File: src/rtl/plab5_mcore_mem_domain_filter.sv
// plab5_mcore_mem_domain_filter
// Single-outstanding memory firewall between the arbiter and memory.
// Domain-0 requests at or above p_boundary are bounced locally with a
// zero-data response; everything else is forwarded unchanged.
// Optional: define PLAB5_MEM_FILTER_VIOLATION_CNT_EN to add the saturating
// violation_cnt output.
module plab5_mcore_mem_domain_filter #(
  parameter int          p_opaque_nbits = 8,
  parameter int          p_addr_nbits   = 32,
  parameter int          p_data_nbits   = 32,
  parameter logic [31:0] p_boundary     = 32'h0000_8000,
  localparam int         c_rqc          = 3 + p_opaque_nbits + p_addr_nbits + 2,
  localparam int         c_rsc          = 3 + p_opaque_nbits + 2
) (
  input  logic                    clk,
  input  logic                    reset,
  // upstream request
  input  logic                    in_req_val,
  output logic                    in_req_rdy,
  input  logic [c_rqc-1:0]        in_req_control,
  input  logic [p_data_nbits-1:0] in_req_data,
  input  logic                    in_req_domain,
  // upstream response
  output logic                    in_resp_val,
  input  logic                    in_resp_rdy,
  output logic [c_rsc-1:0]        in_resp_control,
  output logic [p_data_nbits-1:0] in_resp_data,
  output logic                    in_resp_domain,
  // memory request
  output logic                    mem_req_val,
  input  logic                    mem_req_rdy,
  output logic [c_rqc-1:0]        mem_req_control,
  output logic [p_data_nbits-1:0] mem_req_data,
  output logic                    mem_req_domain,
  // memory response
  input  logic                    mem_resp_val,
  output logic                    mem_resp_rdy,
  input  logic [c_rsc-1:0]        mem_resp_control,
  input  logic [p_data_nbits-1:0] mem_resp_data,
  input  logic                    mem_resp_domain
`ifdef PLAB5_MEM_FILTER_VIOLATION_CNT_EN
  ,
  output logic [15:0]             violation_cnt
`endif
);

  localparam logic [1:0] IDLE = 2'd0;
  localparam logic [1:0] FWD  = 2'd1;
  localparam logic [1:0] WAIT = 2'd2;
  localparam logic [1:0] RESP = 2'd3;

  localparam logic [p_addr_nbits-1:0] c_bound = p_addr_nbits'(p_boundary);

  logic [1:0]              state_q, state_d;
  logic [c_rqc-1:0]        req_ctrl_q, req_ctrl_d;
  logic [p_data_nbits-1:0] req_data_q, req_data_d;
  logic                    req_dom_q, req_dom_d;
  logic [c_rsc-1:0]        resp_ctrl_q, resp_ctrl_d;
  logic [p_data_nbits-1:0] resp_data_q, resp_data_d;
  logic                    resp_dom_q, resp_dom_d;

  logic [p_addr_nbits-1:0] req_addr;
  logic                    deny;
  logic                    accept;

  // Address field sits just above the 2-bit len; domain 1 is never denied.
  assign req_addr = in_req_control[p_addr_nbits+1:2];
  assign deny     = !in_req_domain && (req_addr >= c_bound);
  assign accept   = (state_q == IDLE) && in_req_val;

  // Next-state and field capture for the single in-flight transaction.
  always_comb begin
    state_d     = state_q;
    req_ctrl_d  = req_ctrl_q;
    req_data_d  = req_data_q;
    req_dom_d   = req_dom_q;
    resp_ctrl_d = resp_ctrl_q;
    resp_data_d = resp_data_q;
    resp_dom_d  = resp_dom_q;
    case (state_q)
      IDLE: if (in_req_val) begin
        req_ctrl_d = in_req_control;
        req_data_d = in_req_data;
        req_dom_d  = in_req_domain;
        if (deny) begin
          // Bounce locally: echo {type, opaque, len}, return zero data.
          resp_ctrl_d = {in_req_control[c_rqc-1 -: 3+p_opaque_nbits], in_req_control[1:0]};
          resp_data_d = '0;
          resp_dom_d  = in_req_domain;
          state_d     = RESP;
        end else begin
          state_d = FWD;
        end
      end
      FWD:  if (mem_req_rdy) state_d = WAIT;
      WAIT: if (mem_resp_val) begin
        resp_ctrl_d = mem_resp_control;
        resp_data_d = mem_resp_data;
        resp_dom_d  = mem_resp_domain;
        state_d     = RESP;
      end
      RESP: if (in_resp_rdy) state_d = IDLE;
      default: state_d = IDLE;
    endcase
  end

  // State and captured fields; reset drops any in-flight transaction.
  always_ff @(posedge clk) begin
    if (reset) begin
      state_q     <= IDLE;
      req_ctrl_q  <= '0;
      req_data_q  <= '0;
      req_dom_q   <= 1'b0;
      resp_ctrl_q <= '0;
      resp_data_q <= '0;
      resp_dom_q  <= 1'b0;
    end else begin
      state_q     <= state_d;
      req_ctrl_q  <= req_ctrl_d;
      req_data_q  <= req_data_d;
      req_dom_q   <= req_dom_d;
      resp_ctrl_q <= resp_ctrl_d;
      resp_data_q <= resp_data_d;
      resp_dom_q  <= resp_dom_d;
    end
  end

  // Handshake signals are pure state decodes, so each is live in one state only.
  assign in_req_rdy      = (state_q == IDLE);
  assign mem_req_val     = (state_q == FWD);
  assign mem_resp_rdy    = (state_q == WAIT);
  assign in_resp_val     = (state_q == RESP);

  assign mem_req_control = req_ctrl_q;
  assign mem_req_data    = req_data_q;
  assign mem_req_domain  = req_dom_q;
  assign in_resp_control = resp_ctrl_q;
  assign in_resp_data    = resp_data_q;
  assign in_resp_domain  = resp_dom_q;

`ifdef PLAB5_MEM_FILTER_VIOLATION_CNT_EN
  logic [15:0] violation_cnt_q;

  // Count denied accepts, sticking at all-ones.
  always_ff @(posedge clk) begin
    if (reset)
      violation_cnt_q <= '0;
    else if (accept && deny && (violation_cnt_q != 16'hFFFF))
      violation_cnt_q <= violation_cnt_q + 16'd1;
  end

  assign violation_cnt = violation_cnt_q;
`else
  logic unused_accept;
  assign unused_accept = accept;
`endif

endmodule

File: config.mk
export PLATFORM = sky130hd
export DESIGN_NAME = plab5_mcore_mem_domain_filter
export DESIGN_NICKNAME = d
export VERILOG_FILES = /design/src/rtl/plab5_mcore_mem_domain_filter.sv
export SDC_FILE = /design/constraint.sdc
export NUM_CORES = 1
export LEC_CHECK = 0
export ABC_AREA = 1
export CAP_MARGIN = 20
export CORE_AREA = 5 5 127 129
export CTS_BUF_LIST = sky130_fd_sc_hd__clkbuf_8
export CTS_CLUSTER_DIAMETER = 80
export DETAILED_ROUTE_END_ITERATION = 8
export DIE_AREA = 0 0 132 134
export GPL_TIMING_DRIVEN = 0
export PLACE_DENSITY = 0.71
export SYNTH_ARGS = -nofsm -noshare
export SYNTH_HDL_FRONTEND = slang
export SYNTH_SLANG_ARGS = --single-unit
export TNS_END_PERCENT = 50
File: constraint.sdc
create_clock -name clk -period 2.1 [get_ports clk]
set_input_delay 0.42 -clock clk [delete_from_list [all_inputs] [get_ports clk]]
set_output_delay 0.42 -clock clk [all_outputs]
set_load 0.02 [all_outputs]
==> results of run 1 <==
[power groups by stage]
stage	Sequential, mW	Combinational [mW]	Clock, mW
after floorplan	4.59	2.28	0
after global placement	3.61	5.75	0
after detailed placement	3.63	5.78	0
after CTS	3.59	5.80	2.31
after global routing	3.68	6.25	2.42
final	3.58	5.75	2.25
[routing by layer]
metal	vias up	track usage (%)	wire (um)
li1	2822	-	-
met1	2413	23.9	7750
met2	172	32.3	8490
met3	24	6.23	1290
met4	0	7.03	389
met5	-	0	0
[area by class of cell]
type	count	area, sq um
Buffer	50	288
Clock buffer	19	262
Clock inverter	13	164
Fill cell	1461	6570
Inverter	35	131
Multi-Input combinational cell	508	2180
Sequential cell	126	2520
Tap cell	188	235
Timing Repair Buffer	257	2570
[flip-flops by register name (all words and copies together), names as in the netlist]
register         count
state_q              2
in_resp_domain       1
mem_req_control     45
in_resp_control     13
in_resp_data        32
mem_req_domain       1
mem_req_data        32
[worst max-delay path, stage by stage (launching register included)]
cell and delay, ns:
dfxtp_1 0.39, inv_1 0.08, ha_1 0.23, dlygate4sd2_1 0.33
[placed cells by master, fill, tap and decap left out]
cell type	n
buf_6	6
or2_1	1
a31oi_1	2
buf_4	1
inv_6	1
dlymetal6s2s_1	1
inv_2	3
buf_2	13
nand2_8	1
nand2_1	126
buf_12	2
a21oi_1	38
ha_1	4
dlygate4sd2_1	3
clkbuf_2	2
o22ai_1	2
o21ai_0	88
buf_1	2
nand3_1	31
inv_1	32
clkinvlp_4	4
nor2_1	212
nand2_4	1
clkinv_4	3
clkbuf_1	24
dfxtp_1	126
bufinv_16	3
clkdlybuf4s50_1	253
clkinv_1	1
clkbuf_8	19
nor3_1	1
clkinv_2	1
nand2_2	1
[timing repair]
| item | CTS | global route |
|---|---|---|
| resized for setup | 3 | 3 |
| setup endpoints to repair | 3 | 6 |
| hold buffers | 0 | 0 |
| gates cloned | 0 | 0 |
[cell families (layout without fill, tap and decap cells)]
logic type / after synthesis / count (layout) / share of synthesized area [%]
flip-flops: 126 / 126 / 49.3
AO/OA/AOI/OAI: 130 / 130 / 12.8
adder cells (fa/ha/maj): 4 / 4 / 0.978
AND/OR/NAND/NOR: 374 / 374 / 28.8
buffers and inverters: 85 / 374 / 8.14
[how the worst max path moves through the flow]
stage	slack, ns	startpoint	cells after the start	end
2_1_floorplan	0.46	state_q[0]	8	in_resp_data[0]
3_3_place_gp	-0.08	in_req_val	6	mem_req_control[42]
3_5_place_dp	-0.09	in_req_val	6	mem_req_control[41]
4_1_cts	0.00003	state_q[1]	2	in_resp_val
5_1_grt	0.005	state_q[0]	8	mem_req_control[20]
6_report	0.22	state_q[0]	3	mem_resp_rdy
[per-stage QoR]
| stage | cells | setup WS [ns] |
|---|---|---|
| floorplan | 719 | 0.459 |
| global placement | 1164 | -0.0814 |
| detailed placement | 1164 | -0.0880 |
| CTS | 1196 | 0.0000312 |
| global route | 1196 | 0.00501 |
| finish | 1196 | 0.219 |
==> metrics, run 1 <==
synthesized area 5120 sq um; TNS Setup 0 ns; fraction of registers with async set/reset 0%; CTS H-tree depth 4; GRT Overall Usage between 10% and 20%; Avg Cell Area, Syn a little over 7 sq um; critical path data required time between 1.5 and 2 ns; clock skew between 0.008 and 0.009 ns; Starting Density 34.3%; Worst-Skew Late Latency between 0.4 and 0.5 ns; sequential area share after synthesis roughly half; internal power between 6 and 7 mW; global-route wire length before repair ~28 mm; maximum number of pins on one net before global-route repair 17; chip width 132 um; Setup Buffers After CTS 0; Net Switching approximately 4.7 mW; CP Max Fanout 4; port bufs between 200 and 300; DR DRC count 0; Routed WL per cell 15.0 um; worst reg-to-reg path cell count 8; Net Sw Frac roughly 40%; TritonCTS clock tree built; Area contributors post-synth dfxtp_1, nor2_1, nand2_1; Reg2Reg Capture Point mem_req_control[36]; synth unique cells 23; Comb power frac around 50%; remaining global-route overflow 0; minimum clock period about 1.9 ns; Max clock buf depth 2; Slew @ Worst Pin roughly 0.52 ns; cell count after synthesis roughly 720; Syn Nets 853; power per cell area ~1400 nW/um^2; CTS Buf Count 17; Num Clock Sinks 126; top-count cell post-synth nor2_1; row count 45; Yosys top cell area share around 50%; clock power share 19.4%; Yosys reg bits around 130; via count 5431; most area-hungry cell type in the Yosys netlist dfxtp_1; Cell Area, Placed 7930 sq um; status finished clean; crit end category primary output; Most used DFF post-synth dfxtp_1; Power Total roughly 12 mW; I/O pin cnt between 200 and 300; final setup violation count 0; sequential power share a little under a third; WHS Path Cells 2; Die H between 100 and 150 um; Fmax achieved ~530 MHz; antenna violations before repair 0; share of the clock period used by the worst path between 80 and 90%; CTS Root Cell clkbuf_8; reported leakage power 3.46 nW; Clock Pin Slew Worst Setup and Hold Paths about 0.070 ns; synthesis-to-finish area growth 63.2%; FF-to-FF setup slack ~0.25 ns; Ys Warns 0; share of layout cells above drive strength 1 6.05%; die area 17700 sq um; Post-Layout Inst Area 8350 sq um; Hold WC Path Type register to register; startpoint types register; Iteration-0 DRC Markers around 230; critical path arrival 1.46 ns; Worst Hold Path EP mem_req_control[37]; Hold Startpoint mem_req_control[37]; hold slack slightly below 0.5 ns; Initial DRT Pass Iterations 6; ANT nets after route 0; worst vdd ir 0.823 mV; Post-synth top cells nor2_1, dfxtp_1, nand2_1, o21ai_0, a21oi_1; Nets approximately 1100; DRT Wirelength around 18 mm; critical path class register to primary output; max cap viols 0; vias in the first global route a little over 5000; Hold Fails Final Rpt 0; core area around 15000 sq um; Final Util 56.0%; n_diodes 0; RSZ-0062 raised after global routing no; Rel. slew slack roughly 66%; vias per inst ~4.5; post-DP HPWL 13.6 mm; RePlAce Congestion roughly 0.82; Post-synth EDFFs 0; worst reg2reg path startpoint state_q[0]; Max Slew Vio Count 0
No activity file was read; power rests on OpenSTA's default activity.
==> inputs of run 2 (changes only) <==
--- a/config.mk
+++ b/config.mk
@@ -13,6 +13,7 @@
 export DETAILED_ROUTE_END_ITERATION = 8
 export DIE_AREA = 0 0 132 134
 export GPL_TIMING_DRIVEN = 0
+export HOLD_SLACK_MARGIN = 0.12
 export PLACE_DENSITY = 0.71
 export SYNTH_ARGS = -nofsm -noshare
 export SYNTH_HDL_FRONTEND = slang
==> results of run 2 <==
No change in the layout: final DEF, timing and power equal those of run 1.
